`src/rtl/coolgirl_irq_pkg.sv`:
```
`default_nettype none
// ============================================================================
// Module  : coolgirl_irq_pkg
// Purpose : Shared constants for the MMC3-family scanline IRQ block.
//           - IRQ_SEL_* : reg_sel encodings for the four IRQ registers
//           - IRQ_CNT_W : width of the scanline counter and its latch
// Revision: 1.0 - initial release
// ============================================================================
package coolgirl_irq_pkg;

  localparam int unsigned IRQ_CNT_W = 8;

  localparam logic [1:0] IRQ_SEL_LATCH   = 2'd0;  // $C000
  localparam logic [1:0] IRQ_SEL_RELOAD  = 2'd1;  // $C001
  localparam logic [1:0] IRQ_SEL_DISABLE = 2'd2;  // $E000
  localparam logic [1:0] IRQ_SEL_ENABLE  = 2'd3;  // $E001

endpackage : coolgirl_irq_pkg
`default_nettype wire

```
`src/rtl/a12_edge_filter.sv`:
```
`default_nettype none
// ============================================================================
// Module  : a12_edge_filter
// Purpose : Synchronises PPU A12 into the m2 domain and emits a one-cycle
//           counter clock event on each rising edge that followed a long
//           enough low run.
// Ports   : m2      - CPU M2 clock, all flops on posedge
//           rst_n   - asynchronous active-low reset
//           ppu_a12 - raw PPU A12 (asynchronous to m2)
//           clk_ev  - counter clock event, consumed at the next m2 edge
// Params  : A12_LOW_MIN - low samples required before a rise counts
//           LOW_CNT_W   - low-run counter width, 2^LOW_CNT_W-1 >= A12_LOW_MIN
// Revision: 1.0 - initial release
// ============================================================================
module a12_edge_filter
  import coolgirl_irq_pkg::*;
#(
  parameter int A12_LOW_MIN = 3,
  parameter int LOW_CNT_W   = 3
) (
  input  logic m2,
  input  logic rst_n,
  input  logic ppu_a12,
  output logic clk_ev
);

  localparam logic [LOW_CNT_W-1:0] LOW_MIN_C  = LOW_CNT_W'(A12_LOW_MIN);
  localparam logic [LOW_CNT_W-1:0] LOW_FULL_C = '1;

  logic                 a12_s1_q;
  logic                 a12_s2_q;
  logic [LOW_CNT_W-1:0] low_cnt_q;
  logic [LOW_CNT_W-1:0] low_cnt_d;

  // a12_s1_q is exactly the value a12_s2 takes at the coming edge, and
  // a12_s2_q is the "previous a12_s2" for that edge. Evaluating the event on
  // this pair lets the counter update on the same edge that a12_s2 rises.
  // low_cnt_q always holds the low-run length ending at the current a12_s2_q.
  always_comb begin
    low_cnt_d = low_cnt_q;
    if (a12_s1_q) begin
      low_cnt_d = '0;
    end else if (low_cnt_q != LOW_FULL_C) begin
      low_cnt_d = low_cnt_q + LOW_CNT_W'(1);
    end
  end

  assign clk_ev = a12_s1_q & ~a12_s2_q & (low_cnt_q >= LOW_MIN_C);

  // low_cnt resets saturated so the first rise after reset is not filtered.
  always_ff @(posedge m2 or negedge rst_n) begin
    if (!rst_n) begin
      a12_s1_q  <= 1'b0;
      a12_s2_q  <= 1'b0;
      low_cnt_q <= LOW_FULL_C;
    end else begin
      a12_s1_q  <= ppu_a12;
      a12_s2_q  <= a12_s1_q;
      low_cnt_q <= low_cnt_d;
    end
  end

endmodule : a12_edge_filter
`default_nettype wire

```
`src/rtl/mmc3_scanline_irq.sv`:
```
`default_nettype none
// ============================================================================
// Module  : mmc3_scanline_irq
// Purpose : MMC3 scanline IRQ: filtered A12 rises clock an 8-bit down-counter
//           that reloads from a latch; hitting zero raises irq_pending.
// Ports   : m2          - CPU M2 clock
//           rst_n       - asynchronous active-low reset
//           ppu_a12     - raw PPU A12
//           reg_we      - one-cycle IRQ register write strobe
//           reg_sel     - 0 latch, 1 reload, 2 disable, 3 enable
//           reg_data    - write data (latch only)
//           irq_pending - active-high IRQ request
//           irq_counter - current counter value
// Config  : `define MMC3_IRQ_REV_A_EN selects Rev A (Sharp) IRQ qualification;
//           undefined builds Rev B (NEC) behaviour.
// Revision: 1.0 - initial release
// ============================================================================
module mmc3_scanline_irq
  import coolgirl_irq_pkg::*;
#(
  parameter int A12_LOW_MIN = 3,
  parameter int LOW_CNT_W   = 3
) (
  input  logic                 m2,
  input  logic                 rst_n,
  input  logic                 ppu_a12,
  input  logic                 reg_we,
  input  logic [1:0]           reg_sel,
  input  logic [7:0]           reg_data,
  output logic                 irq_pending,
  output logic [IRQ_CNT_W-1:0] irq_counter
);

  logic                 clk_ev;
  logic [IRQ_CNT_W-1:0] latch_q,   latch_d;
  logic [IRQ_CNT_W-1:0] counter_q, counter_d;
  logic                 reload_q,  reload_d;
  logic                 enabled_q, enabled_d;
  logic                 pending_q, pending_d;
  logic                 irq_set;
  logic                 wr_latch, wr_reload, wr_disable, wr_enable;

  a12_edge_filter #(
    .A12_LOW_MIN (A12_LOW_MIN),
    .LOW_CNT_W   (LOW_CNT_W)
  ) u_a12_filter (
    .m2      (m2),
    .rst_n   (rst_n),
    .ppu_a12 (ppu_a12),
    .clk_ev  (clk_ev)
  );

  assign wr_latch   = reg_we && (reg_sel == IRQ_SEL_LATCH);
  assign wr_reload  = reg_we && (reg_sel == IRQ_SEL_RELOAD);
  assign wr_disable = reg_we && (reg_sel == IRQ_SEL_DISABLE);
  assign wr_enable  = reg_we && (reg_sel == IRQ_SEL_ENABLE);

  // Ordering below encodes same-edge priority: the clock event works on
  // pre-write state, then register writes override (reload beats the
  // counter update, disable beats an IRQ set).
  always_comb begin
    latch_d   = latch_q;
    counter_d = counter_q;
    reload_d  = reload_q;
    enabled_d = enabled_q;
    pending_d = pending_q;
    irq_set   = 1'b0;

    if (clk_ev) begin
      // Zero always reloads, so the decrement never wraps.
      if ((counter_q == '0) || reload_q) begin
        counter_d = latch_q;
        reload_d  = 1'b0;
      end else begin
        counter_d = counter_q - IRQ_CNT_W'(1);
      end
`ifdef MMC3_IRQ_REV_A_EN
      // Rev A only fires on a transition into zero (or a forced reload),
      // so a zero latch fires once and then stays silent.
      irq_set = (counter_d == '0) && ((counter_q != '0) || reload_q);
`else
      irq_set = (counter_d == '0);
`endif
    end

    // An enable write landing on the same edge still lets the IRQ through.
    if (irq_set && (enabled_q || wr_enable)) begin
      pending_d = 1'b1;
    end

    if (wr_latch) begin
      latch_d = reg_data;
    end
    if (wr_reload) begin
      counter_d = '0;
      reload_d  = 1'b1;
    end
    if (wr_disable) begin
      enabled_d = 1'b0;
      pending_d = 1'b0;
    end
    if (wr_enable) begin
      enabled_d = 1'b1;
    end
  end

  always_ff @(posedge m2 or negedge rst_n) begin
    if (!rst_n) begin
      latch_q   <= '0;
      counter_q <= '0;
      reload_q  <= 1'b0;
      enabled_q <= 1'b0;
      pending_q <= 1'b0;
    end else begin
      latch_q   <= latch_d;
      counter_q <= counter_d;
      reload_q  <= reload_d;
      enabled_q <= enabled_d;
      pending_q <= pending_d;
    end
  end

  assign irq_pending = pending_q;
  assign irq_counter = counter_q;

endmodule : mmc3_scanline_irq
`default_nettype wire

```
`config.mk`:
```
export PLATFORM = sky130hd
export DESIGN_NAME = mmc3_scanline_irq
export DESIGN_NICKNAME = d
export VERILOG_FILES = /design/src/rtl/coolgirl_irq_pkg.sv /design/src/rtl/a12_edge_filter.sv /design/src/rtl/mmc3_scanline_irq.sv
export SDC_FILE = /design/constraint.sdc
export NUM_CORES = 1
export LEC_CHECK = 0
export BUFFER_PORTS_ARGS = -buffer_cell sky130_fd_sc_hd__buf_4
export CORE_UTILIZATION = 58
export CTS_CLUSTER_DIAMETER = 80
export DETAILED_ROUTE_END_ITERATION = 6
export PLACE_DENSITY = 0.82
export SLEW_MARGIN = 20
export SYNTH_ARGS = -nofsm -noshare
export SYNTH_HDL_FRONTEND = slang
export SYNTH_SLANG_ARGS = --single-unit
```
`constraint.sdc`:
```
create_clock -name m2 -period 3.4 [get_ports m2]
set_clock_uncertainty 0.15 [all_clocks]
set_input_delay 0.85 -clock m2 [delete_from_list [all_inputs] [get_ports m2]]
set_output_delay 0.85 -clock m2 [all_outputs]
set_load 0.05 [all_outputs]
```
==> reports/summary.txt, run 1 <==
Worst reg2reg startpoint: irq_counter[0]
Via count: 1073
Yosys reg bits: 24
Worst slew pin tran: 0.904 ns
Final core utilization: 0.749
Most frequent cells in the layout: 23 x buf_4, 21 x dfrtp_1, 10 x mux2_2, 10 x nor2_1, 9 x o21ai_0
Cts bufs inserted: 3
Core area: 2040 sq um
Clk_lat worst skew: 0.32 ns
Placed insts: 170
GPL Wtd Cong: 0.886
H-tree level count: 1
Max Buffers Root-to-Sink: 2
Final setup vio count: 0
Final hold slack: 0.249 ns
Critical Path RT: 3.45 ns
Row Count: 16
MaxCap Viol Count: 0
Synth unique cells: 33
Ant. Diodes: 0
CP Capture Type: flop
Post-DR wirelength/cell: 15.4 microns
Die Y: 49.3 microns
Async S/R FF share, synth: 1.00
Layout cells sized above 1: 0.299
Max Slew Vio Count: 0
DR iter-0 viols: 16
Die X: 49.3 microns
Post-synth EDFFs: 0
Final hold violations: 0
Mapped Area: 1300 sq um
Dpl hpwl: 2000 microns
Power density cells: 641 nW/um^2
DRC: 0
Dominant synthesized flop cell: dfrtp_1
Post-synthesis sequential area ratio: 0.465
Worst setup SP type: flop
Final wirelength: 2690 microns
Root buf cell: clkbuf_4
Cts hold-fix bufs: 0
Max-slew headroom: 0.398
CTS tree: yes
Synthesized netlist cell count: 123
Hold crit path type: primary input to asynchronous set/reset pin
Largest net degree at the start of global routing: 25
Post-DRT Antenna Nets: 0
Syn Nets: 142
Initial core utilization: 0.636
Maximum vdd drop: 0.475 mV
TNS Setup: 0 ns
F_max: 0.389 GHz
Crit Path Max Fanout: 12
Grt ovf: 0
Port Buf Inserts: 22
Post-Layout Cell Count: 174
RSZ-0062 raised after global routing: false
Die area: 2430 sq um
Final net count: 167
Arr. time, crit path: 2.62 ns
Total clock sinks: 24
Outcome: complete, no violations
Syn-to-layout area delta: 17.7%
TritonRoute pass-1 iters: 4
Syn_area_per_cell: 10.6 sq um
Setup bufs post-CTS: 0
Antenna violations before repair: 0
Crit Path Class: flop to flop
First-pass GRT wire length: 4740 microns
Vias per cell: 6.17
GRT Util Overall: 0.256
Post_cts resized: 0
Min cycle time layout: 2.57 ns
Beginning of the critical path: irq_counter[0]
Leakage: 0.687 nW
Vias in the first global route: 1037
Filler cell count: 163
Period utilization: 0.757
Yosys warns: 0
Clk pin slew, worst setup/hold paths: 0.13 ns
Ports: 23
Most common cell after layout, fill and taps aside: buf_4
## cell type report
type                    count  area, sq um  area share
multi-input cells          92          667       0.436
flip-flops and latches     24          604       0.395
repair buffers             23          173       0.113
clock buffers               4         36.3      0.0237
well taps                  27         33.8      0.0221
inverters                   4         15.0     0.00982
## cell families after synthesis
| group | count (synthesis) | share of synthesized area |
|---|---|---|
| compound gates | 34 | 0.173 |
| simple gates | 37 | 0.162 |
| mux | 13 | 0.110 |
| xor+xnor | 3 | 0.0202 |
| buf+inv | 7 | 0.0212 |
| fa+ha+maj | 5 | 0.0482 |
| flops | 24 | 0.465 |
## per-stage QoR
step,setup slack [ns],area (sq um),total power [mW]
floorplan,0.961,1300,0.717
global placement,0.960,1490,0.817
detailed placement,0.844,1490,0.832
CTS,0.818,1530,0.982
global route,0.612,1530,1.04
finish,0.827,1530,0.981
## final timing paths
path,endpoint,slack (ns),depth (start not counted)
setup / recovery,irq_counter[2],0.83,7
min in group m2,u_a12_filter.a12_s2_q,0.36,0
max in group asynchronous,u_a12_filter.low_cnt_q[2],2.57,1
hold / removal,latch_q[4],0.25,1
hold reg to reg,u_a12_filter.a12_s2_q,0.36,0
setup reg to reg,irq_counter[2],0.83,7
## per-layer routing
metal	up-vias	wire length, microns	global-route usage
li1	500	-	-
met1	535	1210	0.348
met2	31	1340	0.418
met3	7	96	0.0374
met4	0	41	0.0833
met5	-	0	0
## sequential cells by signal (all words and copies together) (netlist names)
register,count
irq_counter,8
latch_q,8
u_a12_filter.low_cnt_q,3
enabled_q,1
irq_pending,1
reload_q,1
u_a12_filter.a12_s1_q,1
u_a12_filter.a12_s2_q,1
## where the power goes
group | switching, mW | internal (mW) | total [mW] | leakage [nW]
Clock | 0.0853 | 0.0655 | 0.151 | 0.0210
Combinational | 0.244 | 0.182 | 0.426 | 0.374
Sequential | 0.0667 | 0.337 | 0.404 | 0.292
## Yosys cell counts (3+ instances only)
library cell | count | area, sq um
a21oi_1 | 6 | 30.0
nor3_1 | 3 | 15.0
dfrtp_1 | 21 | 526
mux2i_1 | 3 | 30.0
ha_1 | 5 | 62.6
nand2_1 | 7 | 26.3
nor3b_1 | 3 | 22.5
nor2_1 | 10 | 37.5
a211oi_1 | 5 | 37.5
inv_1 | 4 | 15.0
o21ai_0 | 9 | 45.0
a22oi_1 | 3 | 22.5
dfstp_2 | 3 | 78.8
mux2_2 | 10 | 113
xor2_1 | 3 | 26.3
## critical path: stages, from the launching register on
cell and delay, ns:
dfrtp_1 0.46, inv_1 0.12, ha_1 0.21, nor3b_1 0.16
a21oi_1 0.71, mux2_2 0.42, a22oi_1 0.18, nor2_1 0.05
Note: power is estimated with default switching activity, not from simulation.
==> run 2: changes to the inputs <==
--- a/config.mk
+++ b/config.mk
@@ -6,10 +6,10 @@
 export NUM_CORES = 1
 export LEC_CHECK = 0
 export BUFFER_PORTS_ARGS = -buffer_cell sky130_fd_sc_hd__buf_4
-export CORE_UTILIZATION = 58
+export CORE_UTILIZATION = 54
 export CTS_CLUSTER_DIAMETER = 80
 export DETAILED_ROUTE_END_ITERATION = 6
-export PLACE_DENSITY = 0.82
+export PLACE_DENSITY = 0.77
 export SLEW_MARGIN = 20
 export SYNTH_ARGS = -nofsm -noshare
 export SYNTH_HDL_FRONTEND = slang
==> constraint.sdc (replaced) <==
create_clock -name m2 -period 2.5 [get_ports m2]
set_clock_uncertainty 0.15 [all_clocks]
set_input_delay 0.625 -clock m2 [delete_from_list [all_inputs] [get_ports m2]]
set_output_delay 0.625 -clock m2 [all_outputs]
set_load 0.05 [all_outputs]
==> reports/summary.txt, run 2 (synthesis gave the netlist of run 1 again) <==
Antenna violations before repair: 0 (unchanged)
Post-Layout Cell Count: 180 (+3.4%)
Crit Path Max Fanout: 4 (-8)
Maximum vdd drop: 0.642 mV (+35%)
Switching fraction of total power: 0.406 (+0.00219)
Pint: 0.804 mW (+38%)
Port Buf Inserts: 22 (unchanged)
Psw: 0.550 mW (+39%)
Ant. Diodes: 0 (unchanged)
Via count: 1055 (-1.7%)
Setup bufs post-CTS: 0 (unchanged)
Cts hold-fix bufs: 0 (unchanged)
RR Endpoint: irq_pending
DR iter-0 viols: 18 (+2)
Clk_lat worst skew: 0.31 ns (about the same)
Die Y: 51.0 microns (+3.5%)
TNS Setup: 0 ns (unchanged)
Worst path most repeated cell: or4_4
Final wirelength: 2640 microns (-1.7%)
Filler cell count: 179 (+9.8%)
CTS tree: yes
Post_cts resized: 0 (unchanged)
Max-slew headroom: 0.666 (+0.268)
Worst slew pin tran: 0.497 ns (-0.407 ns)
Power density cells: 864 nW/um^2 (+35%)
TritonRoute pass-1 iters: 4 (unchanged)
Vias per cell: 5.86 (-5.0%)
Grt ovf: 0 (unchanged)
Worst setup SP type: flop
Beginning of the critical path: irq_counter[3]
Row Count: 17 (+1)
Layout cells sized above 1: 0.329 (+0.0296)
Crit path largest cell delay: 0.57 ns (-0.14 ns)
Leakage: 0.710 nW (+3.3%)
CP Capture Type: flop
GRT Util Overall: 0.232 (-0.0242)
Dpl hpwl: 2030 microns (+1.2%)
Final hold violations: 0 (unchanged)
Die X: 51.0 microns (+3.5%)
DRC: 0 (unchanged)
Post-DR wirelength/cell: 14.7 microns (-5.0%)
Crit Path Class: flop to flop
RSZ-0062 raised after global routing: false
Max Buffers Root-to-Sink: 2 (unchanged)
Register Area: 604 sq um (unchanged)
Most frequent cells in the layout: 28 x buf_4, 21 x dfrtp_1, 10 x mux2_2, 10 x nor2_1, 9 x o21ai_0
Worst reg2reg startpoint: irq_counter[3]
Comb power frac: 0.481 (+0.047)
Ports: 23 (unchanged)
Uppermost layer routed: met4
F_max: 0.440 GHz (+13%)
MaxCap Viol Count: 0 (unchanged)
Seq pwr share: 0.391 (-0.021)
Critical-path top delay cell: or4_4
Die area: 2610 sq um (+7.1%)
Max Slew Vio Count: 0 (unchanged)
Placed insts: 176 (+3.5%)
Cts bufs inserted: 3 (unchanged)
Vias in the first global route: 966 (-6.8%)
Post-DRT Antenna Nets: 0 (unchanged)
Syn-to-layout area delta: 20.6%
Initial core utilization: 0.582 (-0.0545)
Worst reg-to-reg path cell count: 5 (-2)
Arr. time, crit path: 2.33 ns (-0.29 ns)
Most common cell after layout, fill and taps aside: buf_4
Hold crit path type: primary input to asynchronous set/reset pin
Final net count: 172 (+3.0%)
H-tree level count: 1 (unchanged)
Final setup vio count: 0 (unchanged)
Outcome: complete, no violations
GPL Wtd Cong: 0.896 (+1.2%)
Multi-input logic area: 676 sq um (+1.3%)
Critical Path RT: 2.56 ns (-0.89 ns)
Largest net degree at the start of global routing: 25 (unchanged)
First-pass GRT wire length: 4440 microns (-6.3%)
Wire length on met3: 115 microns (+20%)
Root buf cell: clkbuf_4
FF-to-FF setup slack: 0.23 ns (-0.60 ns)
Min cycle time layout: 2.27 ns (-0.301 ns)
Period utilization: 0.909 (+0.152)
WL met2: 1250 microns (-7.1%)
Power share of the clock group: 0.127 (-0.027)
Total clock sinks: 24 (unchanged)
Clk pin slew, worst setup/hold paths: 0.12 ns (about the same)
Wire length on met1: 1250 microns (+3.7%)
Core area: 2230 sq um (+9.4%)
Cell Chain, Critical Path: or4_4 -> or4_4 -> xor2_1 -> a21oi_1 -> o41ai_1
==> run 2: cell types whose count changed in the layout (fill, tap and decap cells not counted), sizes merged <==
cell,previous run,this run
buf,23,28
==> run 2: final cells by class <==
| cell class | instances | share of cell area |
|---|---|---|
| sequential | 24 | 0.386 |
| timing repair buffer | 28 | 0.134 |
| tap | 28 | 0.0224 |
| inverter | 4 | 0.00958 |
| clock buffer | 4 | 0.0168 |
| multi-input combinational | 92 | 0.431 |
==> run 2: worst max path at each step <==
stage / endpoint / slack (ns) / cells after the start
after global placement: irq_pending / 0.25 / 8
after floorplan: irq_pending / 0.06 / 5
after detailed placement: irq_pending / 0.15 / 8
after global routing: irq_pending / 0.09 / 5
final: irq_pending / 0.23 / 5
after CTS: irq_pending / 0.15 / 8
==> run 2: layer usage <==
metal  track usage  vias to the layer above
met5             0                        -
met4        0.0694                        0
met3        0.0357                        4
met2         0.377                       34
met1         0.318                      508
li1              -                      509
==> run 2: power by group through the flow <==
| stage | Combinational [mW] | Clock [mW] | Sequential [mW] |
|---|---|---|---|
| 3_3_place_gp | 0.628 | 0 | 0.533 |
| 4_1_cts | 0.644 | 0.176 | 0.528 |
| 5_1_grt | 0.705 | 0.191 | 0.542 |
| 3_5_place_dp | 0.643 | 0 | 0.536 |
| 2_1_floorplan | 0.333 | 0 | 0.642 |
| 6_report | 0.652 | 0.172 | 0.530 |
==> run 2: worst max-delay path, delay by kind of cell (launching register included) <==
kind,cells,cell delay (ns)
AND/OR/NAND/NOR,2,1.00
AO/OA/AOI/OAI,2,0.43
flip-flops,1,0.40
XOR/XNOR,1,0.19
==> run 2: per-stage QoR <==
stage           util  setup WS, ns  power, mW  cell area [sq um]  hold slack, ns
3_5_place_dp   0.686         0.150       1.18               1530           0.310
5_1_grt        0.701        0.0900       1.44               1570          0.0315
6_report       0.701         0.229       1.35               1570          0.0292
4_1_cts        0.697         0.151       1.35               1560          0.0341
2_1_floorplan      -        0.0615      0.975               1300           0.179
3_3_place_gp   0.686         0.254       1.16               1530           0.308
